==> src/rtl/i2c_slave_regs.sv <==
// i2c_slave_regs: I2C target that answers one 7-bit address and maps I2C byte
// transfers onto an 8-bit register bus (pointer byte, then auto-incrementing
// data bytes). SCL is sampled only, never stretched; SDA is open-drain.
//
// Register-bus handshake: o_req_valid is a single-cycle strobe with no
// back-pressure. o_req_write, o_req_addr and o_req_wdata are valid in that
// cycle; for a read, i_resp_rdata must be valid exactly one cycle after it.
module i2c_slave_regs #(
    parameter logic [6:0]  DEV_ADDR    = 7'h74,
    parameter int unsigned HOLD_CYCLES = 2
) (
    input  logic       i_clk,
    input  logic       i_nrst,
    input  logic       i_scl,
    input  logic       i_sda,
    output logic       o_sda,
    output logic       o_sda_dir,
    output logic       o_req_valid,
    output logic       o_req_write,
    output logic [7:0] o_req_addr,
    output logic [7:0] o_req_wdata,
    input  logic [7:0] i_resp_rdata,
    output logic       o_busy,
    output logic [3:0] o_dbg_state
);

    localparam logic [3:0] HOLD = 4'(HOLD_CYCLES);

    typedef enum logic [3:0] {
        S_IDLE     = 4'd0,
        S_ADDR     = 4'd1,
        S_ACK_ADDR = 4'd2,
        S_PTR      = 4'd3,
        S_ACK_PTR  = 4'd4,
        S_WR_DATA  = 4'd5,
        S_ACK_WR   = 4'd6,
        S_RD_DATA  = 4'd7,
        S_RD_ACK   = 4'd8,
        S_IGNORE   = 4'd9
    } state_t;

    // What SDA should do once the hold delay after an SCL fall has elapsed
    typedef enum logic [1:0] {
        DRV_REL  = 2'd0,
        DRV_ACK  = 2'd1,
        DRV_DATA = 2'd2
    } drv_t;

    logic scl_meta_q, scl_sync_q, scl_prev_q;
    logic sda_meta_q, sda_sync_q, sda_prev_q;

    // Two-flop synchronisers plus a previous-cycle copy for edge decoding
    always_ff @(posedge i_clk or negedge i_nrst) begin
        if (!i_nrst) begin
            scl_meta_q <= 1'b1;
            scl_sync_q <= 1'b1;
            scl_prev_q <= 1'b1;
            sda_meta_q <= 1'b1;
            sda_sync_q <= 1'b1;
            sda_prev_q <= 1'b1;
        end else begin
            scl_meta_q <= i_scl;
            scl_sync_q <= scl_meta_q;
            scl_prev_q <= scl_sync_q;
            sda_meta_q <= i_sda;
            sda_sync_q <= sda_meta_q;
            sda_prev_q <= sda_sync_q;
        end
    end

    logic scl_rise, scl_fall, start_det, stop_det;

    assign scl_rise  = scl_sync_q & ~scl_prev_q;
    assign scl_fall  = ~scl_sync_q & scl_prev_q;
    assign start_det = scl_sync_q & scl_prev_q & sda_prev_q & ~sda_sync_q;
    assign stop_det  = scl_sync_q & scl_prev_q & ~sda_prev_q & sda_sync_q;

    state_t      state_q;
    logic [3:0]  bit_cnt_q;
    logic [6:0]  shift_q;
    logic [7:0]  ptr_q;
    logic [7:0]  tx_q;
    logic        rw_q;
    logic        ack_q;
    logic        busy_q;
    logic        sda_rel_q;
    logic        req_valid_q;
    logic        req_write_q;
    logic [7:0]  req_addr_q;
    logic [7:0]  req_wdata_q;
    logic        rd_cap_q;
    logic        drv_pend_q;
    drv_t        drv_sel_q;
    logic [3:0]  hold_cnt_q;

    logic [7:0]  rx_byte;
    logic [7:0]  tx_cur;
    logic        rd_wait;
    logic        drv_apply;

    // Byte completed by the bit being sampled this cycle
    assign rx_byte   = {shift_q, sda_sync_q};
    // Read data arrives the cycle it is captured; bypass it so the first bit
    // can be driven in that same cycle
    assign tx_cur    = rd_cap_q ? i_resp_rdata : tx_q;
    // While a read strobe is out the response is not yet available
    assign rd_wait   = req_valid_q & ~req_write_q;
    assign drv_apply = drv_pend_q & (hold_cnt_q <= 4'd1) & ~rd_wait;

    // Protocol FSM, SDA drive scheduling and register-bus strobes
    always_ff @(posedge i_clk or negedge i_nrst) begin
        if (!i_nrst) begin
            state_q     <= S_IDLE;
            bit_cnt_q   <= 4'd0;
            shift_q     <= 7'd0;
            ptr_q       <= 8'd0;
            tx_q        <= 8'd0;
            rw_q        <= 1'b0;
            ack_q       <= 1'b1;
            busy_q      <= 1'b0;
            sda_rel_q   <= 1'b1;
            req_valid_q <= 1'b0;
            req_write_q <= 1'b0;
            req_addr_q  <= 8'd0;
            req_wdata_q <= 8'd0;
            rd_cap_q    <= 1'b0;
            drv_pend_q  <= 1'b0;
            drv_sel_q   <= DRV_REL;
            hold_cnt_q  <= 4'd0;
        end else begin
            req_valid_q <= 1'b0;
            rd_cap_q    <= req_valid_q & ~req_write_q;
            if (hold_cnt_q != 4'd0) begin
                hold_cnt_q <= hold_cnt_q - 4'd1;
            end

            // Apply a pending SDA change once the hold time has elapsed
            if (drv_apply) begin
                drv_pend_q <= 1'b0;
                case (drv_sel_q)
                    DRV_ACK:  sda_rel_q <= 1'b0;
                    DRV_DATA: begin
                        sda_rel_q <= tx_cur[7];
                        tx_q      <= {tx_cur[6:0], 1'b0};
                    end
                    default:  sda_rel_q <= 1'b1;
                endcase
            end else if (rd_cap_q) begin
                tx_q <= i_resp_rdata;
            end

            if (start_det) begin
                state_q    <= S_ADDR;
                bit_cnt_q  <= 4'd0;
                drv_pend_q <= 1'b0;
                sda_rel_q  <= 1'b1;
            end else if (stop_det) begin
                state_q    <= S_IDLE;
                bit_cnt_q  <= 4'd0;
                drv_pend_q <= 1'b0;
                sda_rel_q  <= 1'b1;
                busy_q     <= 1'b0;
            end else begin
                case (state_q)
                    S_ADDR, S_PTR, S_WR_DATA: begin
                        if (scl_rise) begin
                            shift_q   <= rx_byte[6:0];
                            bit_cnt_q <= bit_cnt_q + 4'd1;
                            if (bit_cnt_q == 4'd7) begin
                                if (state_q == S_ADDR) begin
                                    if (rx_byte[7:1] == DEV_ADDR) begin
                                        state_q <= S_ACK_ADDR;
                                        busy_q  <= 1'b1;
                                        rw_q    <= rx_byte[0];
                                    end else begin
                                        state_q <= S_IGNORE;
                                        busy_q  <= 1'b0;
                                    end
                                end else if (state_q == S_PTR) begin
                                    ptr_q   <= rx_byte;
                                    state_q <= S_ACK_PTR;
                                end else begin
                                    req_valid_q <= 1'b1;
                                    req_write_q <= 1'b1;
                                    req_addr_q  <= ptr_q;
                                    req_wdata_q <= rx_byte;
                                    ptr_q       <= ptr_q + 8'd1;
                                    state_q     <= S_ACK_WR;
                                end
                            end
                        end
                    end
                    S_ACK_ADDR, S_ACK_PTR, S_ACK_WR: begin
                        // bit_cnt 8: before the 9th clock, 9: after it
                        if (scl_rise) begin
                            bit_cnt_q <= bit_cnt_q + 4'd1;
                        end else if (scl_fall) begin
                            drv_pend_q <= 1'b1;
                            hold_cnt_q <= HOLD;
                            if (bit_cnt_q == 4'd8) begin
                                drv_sel_q <= DRV_ACK;
                            end else begin
                                bit_cnt_q <= 4'd0;
                                if (state_q == S_ACK_ADDR && rw_q) begin
                                    drv_sel_q   <= DRV_DATA;
                                    req_valid_q <= 1'b1;
                                    req_write_q <= 1'b0;
                                    req_addr_q  <= ptr_q;
                                    state_q     <= S_RD_DATA;
                                end else begin
                                    drv_sel_q <= DRV_REL;
                                    state_q   <= (state_q == S_ACK_ADDR) ? S_PTR : S_WR_DATA;
                                end
                            end
                        end
                    end
                    S_RD_DATA: begin
                        if (scl_rise) begin
                            bit_cnt_q <= bit_cnt_q + 4'd1;
                        end else if (scl_fall) begin
                            drv_pend_q <= 1'b1;
                            hold_cnt_q <= HOLD;
                            if (bit_cnt_q == 4'd8) begin
                                drv_sel_q <= DRV_REL;
                                state_q   <= S_RD_ACK;
                            end else begin
                                drv_sel_q <= DRV_DATA;
                            end
                        end
                    end
                    S_RD_ACK: begin
                        if (scl_rise) begin
                            ack_q <= sda_sync_q;
                        end else if (scl_fall) begin
                            if (!ack_q) begin
                                ptr_q       <= ptr_q + 8'd1;
                                req_valid_q <= 1'b1;
                                req_write_q <= 1'b0;
                                req_addr_q  <= ptr_q + 8'd1;
                                drv_pend_q  <= 1'b1;
                                hold_cnt_q  <= HOLD;
                                drv_sel_q   <= DRV_DATA;
                                bit_cnt_q   <= 4'd0;
                                state_q     <= S_RD_DATA;
                            end else begin
                                busy_q  <= 1'b0;
                                state_q <= S_IGNORE;
                            end
                        end
                    end
                    default: ;
                endcase
            end
        end
    end

    assign o_sda       = sda_rel_q;
    assign o_sda_dir   = sda_rel_q;
    assign o_req_valid = req_valid_q;
    assign o_req_write = req_write_q;
    assign o_req_addr  = req_addr_q;
    assign o_req_wdata = req_wdata_q;
    assign o_busy      = busy_q;
    assign o_dbg_state = state_q;

endmodule

==> config.mk <==
export PLATFORM = sky130hd
export DESIGN_NAME = i2c_slave_regs
export DESIGN_NICKNAME = d
export VERILOG_FILES = /design/src/rtl/i2c_slave_regs.sv
export SDC_FILE = /design/constraint.sdc
export NUM_CORES = 1
export LEC_CHECK = 0
export CAP_MARGIN = 0
export CORE_MARGIN = 3
export CORE_UTILIZATION = 61
export CTS_CLUSTER_DIAMETER = 40
export DETAILED_ROUTE_END_ITERATION = 16
export HOLD_SLACK_MARGIN = 0.15
export MAX_ROUTING_LAYER = met4
export PLACE_DENSITY = 0.9
export SYNTH_ARGS = -nofsm -noshare
export SYNTH_HDL_FRONTEND = slang
export SYNTH_SLANG_ARGS = --single-unit
==> constraint.sdc <==
create_clock -name i_clk -period 5.93 [get_ports i_clk]
set_clock_uncertainty 0.15 [all_clocks]
set_input_delay 0.8895 -clock i_clk [delete_from_list [all_inputs] [get_ports i_clk]]
set_output_delay 0.8895 -clock i_clk [all_outputs]
set_load 0.005 [all_outputs]
Word-level counts from Yosys, hierarchy flattened:

Index checks and enable logic that the tools add are counted.

* $add $sub $neg: 3
* order comparisons: 1
* eq/ne operators: 47
* multiplexer cells: 117
* bitwise logic cells: 20
* reduce and logical (&&, ||, !) cells: 23

Operators with widths (number)
* $mux W8: 18
* $mux W4: 32
* $ne A4 B4 Y1 const B: 11
* $mux W1: 43
* $ne A2 B2 Y1 const B: 13
* $pmux W8 S3: 1
* $mux W2: 11
* $reduce_and A7 Y1: 3
* $eq A4 B3 Y1 const B: 5
* $ne A3 B3 Y1 const B: 6
* $pmux W4 S4: 1
* $pmux W8 S2: 1
* $reduce_and A14 Y1: 1
* $pmux W4 S3: 1
* $reduce_bool A3 Y1: 4
* $reduce_and A11 Y1: 1
* $and A1 B1 Y1: 10
* $ne A5 B5 Y1 const B: 2
* $not A1 Y1: 10
* $reduce_and A10 Y1: 1
* $reduce_and A9 Y1: 1
* $add A8 B1 Y8 const B: 1
* $eq A4 B2 Y1 const B: 2
* $eq A4 B4 Y1 const B: 2
* other kinds (23): 30

* register bits: 67
* logic and storage cells: 234

Longest topological paths before layout:

Gate-level depths: netlist of the first run.

* depth in word-level cells: 11
* gate-level depth with buffers: 9
* depth with buffers taken out: 7

Worst setup path before layout of the first run:

Ideal clock, no wire load.

* path type: reg2reg
* start point: register scl_sync_q
* end point: register req_addr_q[0], in the netlist o_req_addr[0]
* data arrival time: 2202 ps
* required time: 5696 ps
* setup slack: 3494 ps
* stages on the path, launching flop included: 9
* buffers on the path: 2
* cells stage by stage: dfstp_2 > ha_1 > clkbuf_1 > nand2b_1 > nor3_4 > o311ai_1 > clkbuf_1 > nand2_1 > o21ai_0

* word-level cells in the longest chain between the ends: 5
* elaborated cells on any way between the ends: 16

Ends and longest elaborated chain
* start: declaration: line 49 `logic scl_meta_q, scl_sync_q, scl_prev_q;`
* start signal: assignment: line 63 `scl_sync_q <= scl_meta_q;`
* $and A1 B1 Y1: line 75, 76
* $and A1 B1 Y1 (on tied branches) (2 in series): line 76, 75
* $not A1 Y1 (no line)
* $reduce_and A14 Y1 (no line) (*)
* end signal: assignment: line 185 `req_addr_q <= ptr_q;`
* end signal: assignment: line 208 `req_addr_q <= ptr_q;`
* end signal: assignment: line 239 `req_addr_q <= ptr_q + 8'd1;`
* end: declaration: line 89 `logic [7:0] req_addr_q;`

Every way passes the cells marked *; elsewhere a longest branch is shown, timed or not.
A chain may end at the register's enable or synchronous reset.

Worst setup path in the final report of the first run:

* start point: register state_q[3], in the netlist o_dbg_state[3]
* end point: register bit_cnt_q[3]

* word-level cells in the longest chain between the ends: 5
* elaborated cells on any way between the ends: 21

Ends and longest elaborated chain
* start: declaration: line 78 `state_t state_q;`
* start signal: assignment: line 212 `state_q <= (state_q == S_ACK_ADDR) ? S_PTR : S_WR_DATA;`
* $eq A4 B1 Y1 (tied with other cells): line 164 `case (state_q)`
* $reduce_or A4 Y1 (no line) or $reduce_or A3 Y1 (tied branches)
* $pmux W4 S3: line 164
* $mux W4: line 157 `end else if (stop_det) begin`
* $mux W4: line 152 `if (start_det) begin`
* end signal: assignment: line 168 `bit_cnt_q <= bit_cnt_q + 4'd1;`
* end signal: assignment: line 196 `bit_cnt_q <= bit_cnt_q + 4'd1;`
* end signal: assignment: line 219 `bit_cnt_q <= bit_cnt_q + 4'd1;`
* end: declaration: line 79 `logic [3:0] bit_cnt_q;`

Several ways; a longest one is shown, not always the timed one.

==> results of run 1 <==
==> synthesized netlist by cell type (2+ instances only) <==
cell type and number:
buf_6 2, nor2_1 18, o22ai_1 5, xnor2_1 5, buf_2 5, a31o_2 2, xor2_1 4, and3_1 8
buf_1 2, a21oi_1 22, or3_1 3, o31ai_1 2, and2_1 2, dfstp_2 8, nand2b_1 10, ha_1 9
nor3b_1 2, or3b_2 2, nand3b_1 5, o21ai_0 35, mux2_2 18, nor4b_1 2, nand2_1 40, nand4_1 2
o31a_1 2, nor2b_1 6, dfrtp_1 59, inv_1 9, nand3_1 15, nor3_1 2, a2bb2oi_1 2, o21bai_1 2
clkbuf_1 10, o211ai_1 8, mux2i_1 12, or2_2 4, o211a_1 2
==> kinds of logic after synthesis <==
kind of cell / share of synthesized area, %
xor+xnor: 2.14
fa+ha+maj: 3.06
buf+inv: 3.64
simple gates: 19.4
flops: 45.8
mux: 8.77
compound gates: 17.2
==> stage by stage <==
stage	setup slack, ns	utilization [%]	total power, mW	hold WS, ns	cell area (um^2)
5_1_grt	2.96	74.9	1.76	0.208	4250
3_5_place_dp	3.13	71.4	1.25	0.198	4050
2_1_floorplan	3.49	-	1.08	0.195	3680
4_1_cts	3.10	74.9	1.64	0.208	4250
6_report	3.07	74.9	1.65	0.210	4250
3_3_place_gp	3.23	71.4	1.22	0.196	4050
==> critical path: cells and delay by family, from the launching register on <==
kind	cells	cell delay, ns
simple gates	3	1.50
flops	1	0.78
compound gates	2	0.35
==> power groups by stage <==
stage / registers (mW) / logic, mW / clock network, mW
floorplan: 0.616 / 0.463 / 0
global placement: 0.695 / 0.520 / 0
detailed placement: 0.702 / 0.546 / 0
CTS: 0.695 / 0.552 / 0.392
global route: 0.718 / 0.623 / 0.414
finish: 0.701 / 0.558 / 0.387
==> registers in the layout, indices dropped and copies added, names as in the netlist, 2 cells and up <==
signal	flops
o_req_wdata	8
drv_sel_q	2
tx_q	8
shift_q	7
o_dbg_state	4
hold_cnt_q	4
o_req_addr	8
bit_cnt_q	4
ptr_q	8
==> path summary, 6_finish.rpt <==
path,cells after the start,to,from
max,5,bit_cnt_q[3],o_dbg_state[3]
min,0,sda_sync_q,sda_meta_q
max reg2reg,5,bit_cnt_q[3],o_dbg_state[3]
min reg2reg,0,sda_sync_q,sda_meta_q
max in group asynchronous,2,o_dbg_state[3],i_nrst
min in group asynchronous,2,bit_cnt_q[3],i_nrst
==> layout make-up <==
class / instances / area (um^2) / area share [%]
flip-flops and latches: 67 / 1690 / 39.7
clock inverters: 7 / 75.1 / 1.77
repair buffers: 38 / 370 / 8.72
multi-input cells: 278 / 1870 / 44.0
inverters: 9 / 33.8 / 0.795
well taps: 72 / 90.1 / 2.12
clock buffers: 9 / 124 / 2.92
==> layer usage <==
layer / wire length (um) / track usage (%) / vias to the layer above
li1: - / - / 1422
met1: 3600 / 33.3 / 1525
met2: 4060 / 41.1 / 136
met3: 546 / 4.74 / 36
met4: 314 / 13.3 / 0
met5: 0 / - / -
==> placed cells by master, fill, tap and decap left out, drive strengths merged, types with 5 or more instances in the layout <==
master	Yosys	routed
dfrtp	59	59
nand2	40	40
o21ai	35	35
clkdlybuf4s50	0	35
a21oi	22	22
nor2	18	18
mux2	18	18
nand3	15	15
mux2i	12	12
inv	9	11
nand2b	10	10
ha	9	9
clkbuf	10	9
and3	8	8
o211ai	8	8
dfstp	8	8
nor2b	6	6
nand3b	5	5
xnor2	5	5
o22ai	5	5
==> key figures, run 1 <==
Outcome
  – Status: finished clean

Worst setup path
  – Worst EP required: 6.05 ns
  – Worst Path Max Fanout: 24
  – CP Capture Type: flip-flop
  – CP Cell Sequence: or4b_4 -> nor3_4 -> o32ai_2 -> or4_1 -> a21oi_1
  – Setup slack, reg-to-reg: between 3 and 4 ns
  – Kind of critical path: flip-flop to flip-flop
  – Crit-path slowest cell: dfrtp_1
  – Critical Path AT: 2.98 ns
  – Slowest Stage Delay on Critical Path: 0.78 ns
  – Setup crit start kind: flip-flop

Placed design
  – Hpwl dp: around 5.9 mm
  – RePlAce Congestion: 1.02
  – Port bufs: 36
  – Inst Count DP: 464

Cells and area
  – Nets: 424
  – Fin cells: 480
  – Antenna Diode Count: 0
  – # fillers: between 400 and 500
  – Area grow syn2layout: 15.4%
  – Layout cells sized above 1: around 15%

Synthesis
  – FFs w/ async S/R, synth: 100%
  – Synth unique cells: 65
  – Mapped cell area: 3680 um^2
  – Syn Inst Count: 374
  – Yosys warning total: 0
  – Synth top area share: between 40 and 50%
  – Syn Nets: 395
  – Synthesized flop and latch total: 67
  – Post-synth EDFFs: 0
  – Post-synth top area cell: dfrtp_1
  – Syn Area/Cell: between 9 and 10 um^2
  – Most used DFF post-synth: dfrtp_1
  – Seq/Total Area, Yosys: 45.8%
  – Area contributors post-synth: dfrtp_1, dfstp_2, mux2_2

Detailed routing
  – DR vias/cell: 6.50
  – DRC: 0
  – Routed wire per std cell: 17.8 um
  – Iter 0 DRT Violations: 216
  – Final wirelength: 8.52 mm
  – Routed Antenna Nets: 0
  – TritonRoute pass-1 iters: 5
  – Vias: 3119

Clock network
  – CTS Sinks: 67
  – Hold Buf Count CTS: 0
  – Post-CTS Resized: 0
  – Setup bufs post-CTS: 0
  – CTS tree: yes
  – Worst-Skew Late Latency: 0.34 ns
  – Maximum root-to-sink buffer count: 2
  – CTS root buffer: clkbuf_8
  – Worst-path clk slew: 0.08 ns
  – H-tree Lvls: 3
  – TritonCTS Buffers: 9

GRT
  – GRT Overall Usage: 26.4%
  – Largest net degree at the start of global routing: 68
  – Initial antenna violation count: 0
  – Total grt overflow: 0
  – First-pass GRT wire length: roughly 15 mm
  – Vias in the first global route: 3067

STA
  – Final cycle utilization of the critical path: 48.1%
  – Fin. Hold Viols: 0
  – Fmax: 350 MHz
  – Slew HR: between 20% and 30%
  – Total negative slack: 0 ns
  – Tmin final: 2.86 ns
  – Final Slew Violations: 0
  – Slew @ Worst Pin: 1.06 ns
  – Setup violators final: 0
  – RSZ-0062 raised after global routing: no

Power and ir drop
  – Share of power burned in the clock network: between 20% and 30%
  – Internal: around 1 mW
  – Sw frac: 39.4%
  – Peak supply drop: 0.348 mV
  – Psw: around 0.65 mW
  – Pwr/cell area: about 390 nW/um^2
  – Reg power frac: 42.6%
  – Static leakage: 1.82 nW
  – Combinational power share: 33.9%

Floorplanning
  – Core Area: 5680 um^2
  – Initial core utilization: 64.9%
  – Row count: 27
  – IO Pins: 37
  – Die Width: 83.7 um
  – DIE AREA: 7000 um^2
  – Die height: 83.7 um

Flow run
  – Max Cap Viol: 0

Min path
  – Hold Path Class: flip-flop to flip-flop
No activity file was read; power rests on OpenSTA's default activity.
==> run 2, diff against run 1 <==
--- a/config.mk
+++ b/config.mk
@@ -7,12 +7,12 @@
 export LEC_CHECK = 0
 export CAP_MARGIN = 0
 export CORE_MARGIN = 3
-export CORE_UTILIZATION = 61
+export CORE_UTILIZATION = 52
 export CTS_CLUSTER_DIAMETER = 40
 export DETAILED_ROUTE_END_ITERATION = 16
 export HOLD_SLACK_MARGIN = 0.15
 export MAX_ROUTING_LAYER = met4
-export PLACE_DENSITY = 0.9
+export PLACE_DENSITY = 0.82
 export SYNTH_ARGS = -nofsm -noshare
 export SYNTH_HDL_FRONTEND = slang
 export SYNTH_SLANG_ARGS = --single-unit
==> constraint.sdc (replaced) <==
create_clock -name i_clk -period 2.4 [get_ports i_clk]
set_clock_uncertainty 0.15 [all_clocks]
set_input_delay 0.36 -clock i_clk [delete_from_list [all_inputs] [get_ports i_clk]]
set_output_delay 0.36 -clock i_clk [all_outputs]
set_load 0.005 [all_outputs]
==> run 2 against run 1 <==
Effect of this change:
- first-iteration DRC count is 33% higher
- flip-flop and latch count stayed put
- global-route usage is 4.5 points lower
- largest cell class unchanged
- count of clock-buffer cells in the layout stayed put
- largest power group is now combinational logic
- critical path type unchanged
- highest routed layer unchanged
==> key figures, run 2 (synthesis results as in run 1) <==
Outcome
  – Status: finished clean

STA
  – Fmax: 430 MHz
  – Fin. Hold Viols: 0
  – Total negative slack: 0 ns
  – Tmin final: 2.33 ns
  – Slew @ Worst Pin: ~0.59 ns
  – Hold_ws: 0.209 ns
  – Setup violators final: 0
  – Final Slew Violations: 0
  – RSZ-0062 raised after global routing: no
  – Final cycle utilization of the critical path: a little over nine tenths
  – Worst Setup Slack, final: 0.0738 ns
  – Slew HR: a little over 60%

GRT
  – Total grt overflow: 0
  – GRT Overall Usage: between 20% and 30%
  – First-pass GRT wire length: around 14 mm
  – Largest net degree at the start of global routing: 45
  – Vias in the first global route: slightly above 3000
  – Initial antenna violation count: 0

Cells and area
  – Fin cells: between 500 and 600
  – Antenna Diode Count: 0
  – Nets: 444
  – Most common cell after layout, fill and taps aside: dfrtp_1
  – Design area: roughly 4500 um^2
  – Commonest non-fill, non-tap cells in the layout: dfrtp_1, nand2_1, o21ai_0, clkdlybuf4s50_1, a21oi_1
  – Area grow syn2layout: 23.5%
  – Layout cells sized above 1: 21.3%

Clock network
  – CTS root buffer: clkbuf_8
  – Worst-path clk slew: 0.08 ns
  – H-tree Lvls: 3
  – CTS Sinks: 67
  – CTS tree: yes
  – Maximum root-to-sink buffer count: 2
  – TritonCTS Buffers: 9
  – Worst-Skew Late Latency: 0.35 ns

Worst setup path
  – RR Endpoint: o_dbg_state[0]
  – Worst Path Max Fanout: 5
  – Worst EP required: 2.49 ns
  – Crit path from: scl_sync_q
  – FF-to-FF Start: scl_sync_q
  – Setup slack, reg-to-reg: between 0.07 and 0.08 ns
  – Kind of critical path: flip-flop to flip-flop
  – End of the critical path: o_dbg_state[0]
  – Reg2reg path depth: 7
  – Critical Path AT: 2.41 ns
  – Setup crit start kind: flip-flop
  – CP Capture Type: flip-flop

Floorplanning
  – Row count: 30
  – Die height: 90.2 um
  – Initial core utilization: 53.9%
  – Core Area: 6830 um^2
  – Die Width: 90.2 um
  – IO Pins: 37
  – DIE AREA: 8130 um^2

Placed design
  – Place WS: 0.00394 ns
  – RePlAce Congestion: 0.972
  – Hpwl dp: approximately 5.9 mm
  – Placed cell areas: 4240 um^2
  – Port bufs: 36
  – Inst Count DP: 504

Power and ir drop
  – Peak supply drop: 0.571 mV
  – Static leakage: about 1.9 nW
  – Pwr/cell area: 948 nW/um^2

Detailed routing
  – TritonRoute pass-1 iters: 4
  – Routed wire per std cell: 16.3 um
  – Final wirelength: 8.53 mm
  – DRC: 0
  – Iter 0 DRT Violations: 287
  – Vias: slightly above 3000
  – DR vias/cell: 5.82
  – Routed Antenna Nets: 0

Min path
  – Hold depth: 0
  – Hold Path Class: flip-flop to flip-flop

Flow run
  – Max Cap Viol: 0
-- run 2: cell types whose count changed in the layout (fill, tap and decap cells not counted), moves of 2 or more --
cell        before  now
a21oi_1         22   20
buf_12           0    3
clkinvlp_4       0    2
a21oi_2          0    2
buf_4            2   18
-- run 2: routing by layer --
metal | global-route usage (%) | up-vias | wire length [um]
met3 | 5.10 | 12 | 555
met1 | 27.6 | 1468 | 3620
met5 | - | - | 0
met2 | 34.6 | 113 | 4260
li1 | - | 1459 | -
met4 | 8.55 | 0 | 90
-- run 2: through the flow --
| stage | power (mW) | util [%] |
|---|---|---|
| floorplan | 2.67 | - |
| CTS | 4.20 | 65.3 |
| global placement | 3.13 | 62.0 |
| global route | 4.58 | 66.6 |
| detailed placement | 3.21 | 62.0 |
| finish | 4.31 | 66.6 |
-- run 2: power breakdown --
group	leakage, nW	switching, mW	total (mW)	internal [mW]
Clock	0.0962	0.460	0.947	0.486
Sequential	0.879	0.214	1.56	1.35
Combinational	0.965	0.971	1.80	0.828
Total	1.94	1.65	4.31	2.67
-- run 2: layout make-up --
class	count	area, um^2
Fill cell	552	2280
Multi-Input combinational cell	278	1950
Sequential cell	67	1690
Timing Repair Buffer	58	561
Clock buffer	9	124
Tap cell	96	120
Clock inverter	7	76.3
Inverter	9	33.8
-- run 2: worst min path at each step --
stage | start | end | slack (ns)
finish | scl_meta_q | scl_sync_q | 0.21
global route | scl_meta_q | scl_sync_q | 0.21
CTS | scl_meta_q | scl_sync_q | 0.21
detailed placement | scl_meta_q | scl_sync_q | 0.20
global placement | scl_meta_q | scl_sync_q | 0.20
floorplan | i_nrst | bit_cnt_q[0] | -0.09
-- run 2: timing repair --
item                       in CTS  in global routing
gates resized for setup         3                 11
hold endpoints to repair       16                  0
cloned                          0                  0
pin swaps                       0                  5
buffers inserted                0                  3
hold buffers                    1                  0
setup endpoints to repair       1                 21
-- run 2: worst max-delay path: stages (launching register included) --
cell and delay (ns):
dfstp_2 0.59, inv_1 0.06, ha_1 0.25, a2111oi_0 0.52
a311oi_2 0.11, o31ai_4 0.13, o21ai_0 0.14, mux2_2 0.28
==> run 3, diff against run 2 <==
--- a/config.mk
+++ b/config.mk
@@ -13,6 +13,7 @@
 export HOLD_SLACK_MARGIN = 0.15
 export MAX_ROUTING_LAYER = met4
 export PLACE_DENSITY = 0.82
+export SKIP_CTS_REPAIR_TIMING = 1
 export SYNTH_ARGS = -nofsm -noshare
 export SYNTH_HDL_FRONTEND = slang
 export SYNTH_SLANG_ARGS = --single-unit
==> run 3 against run 2 <==
Effect of this change:
- critical path depth is 1 higher
- flip-flop and latch count unchanged
- wire length about the same
- count of clock-buffer cells in the layout unchanged
- register-to-register slack barely moved
- critical path type unchanged
- critical endpoint is now o_req_addr[6]
- largest power group unchanged
==> key figures, run 3 (synthesis results as in run 1) <==
Clock network
  – TritonCTS Buffers: 9
  – CTS root buffer: clkbuf_8
  – Maximum root-to-sink buffer count: 2
  – Worst-path clk slew: 0.08 ns
  – Worst-Skew Late Latency: 0.35 ns
  – H-tree Lvls: 3
  – CTS Sinks: 67
  – CTS tree: yes

Power and ir drop
  – Combinational power share: around 41%
  – Reg power frac: 36.7%
  – Total power: 4.27 mW
  – Internal: 2.63 mW
  – Static leakage: approximately 1.9 nW
  – Psw: about 1.6 mW
  – Peak supply drop: 0.568 mV
  – Share of power burned in the clock network: 22.3%
  – Pwr/cell area: 941 nW/um^2
  – Sw frac: 38.3%

STA
  – Final cycle utilization of the critical path: 97.3%
  – Tmin final: 2.34 ns
  – RSZ-0062 raised after global routing: yes
  – Fmax: 428 MHz
  – Final Slew Violations: 0
  – Total negative slack: 0 ns
  – Setup violators final: 0
  – Slew @ Worst Pin: 0.607 ns
  – Fin. Hold Viols: 0
  – Hold_ws: 0.209 ns
  – Slew HR: 59.3%

Detailed routing
  – DR vias/cell: about 6
  – TritonRoute pass-1 iters: 5
  – Final wirelength: 8.52 mm
  – Wire length on met2: ~4 mm
  – Met3 wire length: about 480 um
  – Iter 0 DRT Violations: 286
  – Routed wire per std cell: 16.3 um
  – Routed Antenna Nets: 0
  – Vias: 3064
  – Highest Signal Layer: met4
  – DRC: 0
  – WL met1: 3.78 mm

Worst setup path
  – CP Capture Type: flip-flop
  – Kind of critical path: flip-flop to flip-flop
  – Buf/Inv on CP: 3
  – CP Cell Sequence: inv_1 -> ha_1 -> nand2b_1 -> nor3_4 -> buf_4 -> o311ai_2 -> clkbuf_4 -> o21ai_0
  – Crit path from: scl_sync_q
  – Worst Path Max Fanout: 9
  – Crit-path slowest cell: dfstp_2
  – FF-to-FF Start: scl_sync_q
  – Critical Path AT: ~2.4 ns
  – Slowest Stage Delay on Critical Path: 0.59 ns
  – Worst EP required: 2.48 ns
  – Cell family with most CP delay: flip-flops
  – Setup crit start kind: flip-flop

Min path
  – Worst Min Path Start: scl_meta_q
  – Hold Path Class: flip-flop to flip-flop

Flow run
  – Max Cap Viol: 0

Cells and area
  – # fillers: 548
  – Area grow syn2layout: 23.2%
  – Nets: around 440
  – Layout cells sized above 1: 21.1%
  – Fin cells: ~520
  – Most common cell after layout, fill and taps aside: dfrtp_1
  – Final core occ: between 60% and 70%
  – Antenna Diode Count: 0
  – Commonest non-fill, non-tap cells in the layout: dfrtp_1, nand2_1, clkdlybuf4s50_1, o21ai_0, a21oi_1

Floorplanning
  – DIE AREA: 8130 um^2
  – Initial core utilization: a little over half
  – Die Width: ~90 um
  – Row count: 30
  – Core Area: 6830 um^2
  – IO Pins: 37
  – Die height: 90.2 um

Placed design
  – Hpwl dp: 5.86 mm
  – Inst Count DP: 504
  – Port bufs: 36
  – RePlAce Congestion: 0.972

Outcome
  – Status: finished clean

GRT
  – Total grt overflow: 0
  – Vias in the first global route: 3057
  – Largest net degree at the start of global routing: between 40 and 50
  – First-pass GRT wire length: 14.2 mm
  – GRT Overall Usage: 21.8%
  – Initial antenna violation count: 0
[run 3: power by group through the flow]
stage                     Clock [mW]  Combinational (mW)  Sequential, mW
after floorplan                    0                1.15            1.52
after global placement             0                1.56            1.57
after detailed placement           0                1.62            1.58
after CTS                      0.971                1.64            1.56
after global routing            1.01                1.91            1.60
final                          0.953                1.75            1.57
[run 3: area by class of cell]
class / count / area, um^2 / share of cell area [%]
clock buffer: 9 / 124 / 2.73
inverter: 9 / 33.8 / 0.745
tap: 96 / 120 / 2.65
timing repair buffer: 57 / 557 / 12.3
sequential: 67 / 1690 / 37.2
clock inverter: 7 / 76.3 / 1.68
multi-input combinational: 278 / 1940 / 42.7
[run 3: per-stage QoR]
stage | instance area [um^2] | setup slack (ns)
floorplan | 3690 | 0.00777
detailed placement | 4240 | 0.00394
global placement | 4240 | 0.0832
global route | 4540 | -0.0120
CTS | 4440 | -0.0215
finish | 4540 | 0.0642
[run 3: final timing paths]
check	end	depth (start not counted)	slack, ns
hold / removal	scl_sync_q	0	0.21
setup reg to reg	o_req_addr[6]	8	0.06
hold reg to reg	scl_sync_q	0	0.21
setup / recovery	o_req_addr[6]	8	0.06
min in group asynchronous	o_dbg_state[0]	2	0.40
max in group asynchronous	ack_q	3	1.02
[run 3: metal layers]
metal | track usage [%] | vias to the layer above
met5 | - | -
met4 | 8.55 | 0
met3 | 5.19 | 17
met2 | 34.3 | 105
met1 | 27.3 | 1485
li1 | - | 1457
